`src/rtl/mem_imm_unit.sv`:
```
// Instruction ROM, data RAM with preset reset image, and RISC-V immediate generator.
// Reads are combinational; data RAM writes are synchronous; reset is async active-high.
module mem_imm_unit #(
   parameter int ADDR_W = 6
) (
   input  logic              clk,
   input  logic              rst,
   input  logic [ADDR_W-1:0] inst_addr,
   output logic [31:0]       instr,
   input  logic              mem_read,
   input  logic              mem_write,
   input  logic [ADDR_W-1:0] data_addr,
   input  logic [31:0]       data_in,
   output logic [31:0]       data_out,
   input  logic [31:0]       imm_inst,
   output logic [31:0]       imm_out
);

   localparam int DEPTH = 2 ** ADDR_W;

   logic [31:0] mem [DEPTH];
   logic        unused_bits;

   assign unused_bits = ^imm_inst[1:0];

   // Fixed program: two loads, an add, and a store; the rest are nops.
   always_comb begin
      instr = 32'h0000_0033;
      case (inst_addr)
         ADDR_W'(0): instr = 32'h0000_2083;
         ADDR_W'(1): instr = 32'h0040_2103;
         ADDR_W'(2): instr = 32'h0020_81B3;
         ADDR_W'(3): instr = 32'h0030_2423;
         default:    instr = 32'h0000_0033;
      endcase
   end

   always_ff @(posedge clk or posedge rst) begin
      if (rst) begin
         for (int i = 0; i < DEPTH; i++) begin
            mem[i] <= '0;
         end
         mem[0] <= 32'd17;
         mem[1] <= 32'd9;
         mem[2] <= 32'd25;
      end else if (mem_write) begin
         mem[data_addr] <= data_in;
      end
   end

   assign data_out = mem_read ? mem[data_addr] : '0;

   // B and J immediates stay in halfword units; the datapath adds the implicit zero LSB.
   always_comb begin
      imm_out = '0;
      case (imm_inst[6:2])
         5'b00000, 5'b00100, 5'b11001:
            imm_out = {{20{imm_inst[31]}}, imm_inst[31:20]};
         5'b01000:
            imm_out = {{20{imm_inst[31]}}, imm_inst[31:25], imm_inst[11:7]};
         5'b11000:
            imm_out = {{20{imm_inst[31]}}, imm_inst[31], imm_inst[7],
                       imm_inst[30:25], imm_inst[11:8]};
         5'b11011:
            imm_out = {{12{imm_inst[31]}}, imm_inst[31], imm_inst[19:12],
                       imm_inst[20], imm_inst[30:21]};
         5'b01101, 5'b00101:
            imm_out = {imm_inst[31:12], 12'b0};
         default:
            imm_out = '0;
      endcase
   end

endmodule

```
`config.mk`:
```
export PLATFORM = sky130hd
export DESIGN_NAME = mem_imm_unit
export DESIGN_NICKNAME = d
export VERILOG_FILES = /design/src/rtl/mem_imm_unit.sv
export SDC_FILE = /design/constraint.sdc
export NUM_CORES = 2
export LEC_CHECK = 0
export ABC_AREA = 1
export CAP_MARGIN = 15
export CORE_MARGIN = 2
export CORE_UTILIZATION = 58
export CTS_CLUSTER_DIAMETER = 60
export DETAILED_ROUTE_END_ITERATION = 12
export GPL_TIMING_DRIVEN = 1
export PLACE_DENSITY = 0.75
export SYNTH_ARGS = -nofsm -noshare
export SYNTH_HDL_FRONTEND = slang
export SYNTH_SLANG_ARGS = --single-unit
export TNS_END_PERCENT = 5
```
`constraint.sdc`:
```
create_clock -name clk -period 155.5 [get_ports clk]
set_clock_uncertainty 0.05 [all_clocks]
set_input_delay 31.1 -clock clk [delete_from_list [all_inputs] [get_ports clk]]
set_output_delay 31.1 -clock clk [all_outputs]
set_load 0.01 [all_outputs]
```
==> summary.txt <==
Total negative slack: 0 ns
Hold_buf cts: 0
Setup WS pre-CTS: 87.95 ns
DP HPWL: 166,000 um
Placeable core area: 167,000 sq um
Worst slew pin tran: 1.34 ns
Hold path cells: 2
Register area: 51,300 sq um
Longest Clk Path Bufs: 3
Register area share after synthesis: 52.4%
GRT overflow: 0
Tot GR Track Use: 34.3%
Initial Util: 58.5%
Relative slew slack: 10.8%
Post-CTS setup buffer count: 0
Count of cell types in the netlist: 29
Routed vias: 85,000
Mapped Avg Cell Area: 7.48 sq um
Status: complete, no violations
MaxCap Viol Count: 0
Endpoints failing hold: 0
IO buf count: 151
Class of the worst hold path: flip-flop to flip-flop
Highest-count cells in the layout ignoring fill and taps: nand2_1 (4,399), o21ai_0 (2,274), dfrtp_1 (2,041)
H-tree lvl count: 4
Fmax: 0.0147 GHz
Placed cell area: 100,000 sq um
Skew-Pair Late Insertion Delay: 0.86 ns
Setup CP Type: primary input to primary output
1st-pass router iterations: 9
WL/cell: 19.5 um
Worst-path maximum fanout: 56
Total power: 1.38 mW
Min-Delay Endpoint: mem[1186]
Maximum VDD drop: 11.9 uV
Synth Instances: 13,100
CTS sink count: 2,048
Initial antenna violation count: 8
TritonCTS clock tree: yes
FF+latch count, synth: 2,048
First-pass GRT wire length: 461,000 um
Crit path DAT: 36.70 ns
Clock-pin slew on the worst setup and hold paths: 0.06 ns
Final Max Slew Viols: 0
Pwr Density: 12.8 nW/um^2
Final cycle utilization of the critical path: 43.6%
Die area: 172,000 sq um
FILL cells: 13,900
Clk root buf: clkbuf_16
RSZ-0062 raised after global routing: no
Post-CTS Resized: 0
CP startpoint: data_addr[2]
Nets: 12,800
Critical path required time: 124.35 ns
Die Wd: 415 um
Die Y: 415 um
Leak: 53.5 nW
Ratio of cells with drive above 1 in the final layout: 6.00%
Final GP Congestion: 0.882
Synth-to-Final Area Change: 10.2%
# DRC: 0
Largest net degree at the start of global routing: 205
Leading cell type in the layout, fill and taps excluded: nand2_1
Mapped Area: 97,700 sq um
Multi-input logic area: 36,300 sq um
R2r endpoint: mem[1984]
Via density per instance: 5.65
I/O Pins: 176
Worst setup margin: 87.65 ns
Vias in the first global route: 81,900
Critical Path End Type: primary output
CTS Buf Count: 208
Biggest register: mem
Worst R2R Path Depth: 2
Final-report setup violation count: 0
Hold path start: mem[1186]
Design area: 108,000 sq um
Flip-flop count of the largest register after layout: 2,048
Synth warn: 0
R2r setup slk: 154.64 ns
Standard-cell row count: 150
DRT antenna net count: 0
Worst setup SP type: primary input
Worst R2R Start: mem[1984]
Biggest regs: mem (2048)
Total wire length: 294,000 um
Iteration-0 DRC Markers: 10,200
Final worst path period need: 67.85 ns
[final cells by class]
type,instances,area share [%]
sequential,2048,47.6
multi-input combinational,8256,33.7
inverter,1811,6.33
clock buffer,314,5.83
timing repair buffer,348,3.00
tap,2204,2.56
clock inverter,73,0.988
antenna,2,0.00465
[cells by family (layout without fill, tap and decap cells)]
kind of cell / Yosys count / in the layout / share of synthesized area [%]
AO/OA/AOI/OAI: 2474 / 2474 / 12.9
flip-flops: 2048 / 2048 / 52.4
AND/OR/NAND/NOR: 5760 / 5760 / 23.8
buffers and inverters: 2785 / 2546 / 10.9
other: 2 / 24 / 0.00768
[Yosys cell counts]
library cell	count	area, sq um
a21oi_1	36	180
buf_1	54	203
buf_2	98	490
buf_4	23	173
clkbuf_1	799	3000
clkinv_1	1	3.75
conb_1	2	7.51
dfrtp_1	2041	51100
dfstp_2	7	184
inv_1	1800	6760
inv_2	10	37.5
nand2_1	4436	16700
nand3_1	897	4490
nand4_1	31	194
nor2_1	244	916
nor2_2	9	56.3
nor3_1	4	20.0
nor3_2	4	40.0
nor3_4	1	16.3
nor4_1	1	6.26
o2111ai_1	1	8.76
o211ai_1	64	480
o21a_1	1	7.51
o21ai_0	2274	11400
o21ai_1	80	400
o221ai_1	9	78.8
o22ai_1	7	43.8
o31ai_1	2	15.0
or2_2	133	832
[layer usage]
layer  vias up  global-route usage (%)  share of wire (%)
met2      4137                    54.0                 45
met5         -                       0              0.012
met3       763                    7.32                 10
li1      39500                       -                  -
met4         6                    16.0                4.8
met1     40600                    45.5                 40
[worst max path at each step]
stage / to / slack (ns) / cells after the start
final: data_out[0] / 87.65 / 11
after detailed placement: data_out[0] / 87.95 / 11
after CTS: data_out[1] / 87.92 / 11
after floorplan: mem[0] / 66.51 / 1
after global routing: data_out[0] / 87.82 / 11
after global placement: data_out[0] / 87.98 / 11
[per-stage QoR]
| stage | hold slack, ns | util, % | instances |
|---|---|---|---|
| finish | 0.426 | 64.4 | 15100 |
| global route | 0.448 | 64.4 | 15100 |
| CTS | 0.430 | 64.3 | 15100 |
| detailed placement | 0.415 | 59.9 | 14700 |
| global placement | 0.408 | 59.9 | 14700 |
| floorplan | 0.395 | - | 13100 |
[power breakdown]
part	internal, mW	leakage, nW	total, mW	switching (mW)
clock network	0.317	3.62	0.533	0.217
registers	0.617	24.9	0.649	0.0324
logic	0.0659	25.0	0.195	0.129
[worst max-delay path, cell delays in order]
cell and delay, ns:
clkdlybuf4s50_1 0.58, nor2_4 0.88, buf_4 0.87, buf_4 0.81, nand3_1 0.15, nand2_1 0.10
o21ai_0 0.16, nand2_1 0.15, nor2_1 0.11, a21oi_1 1.01, clkdlybuf4s50_1 0.72
Note: power is estimated with default switching activity, not from simulation.
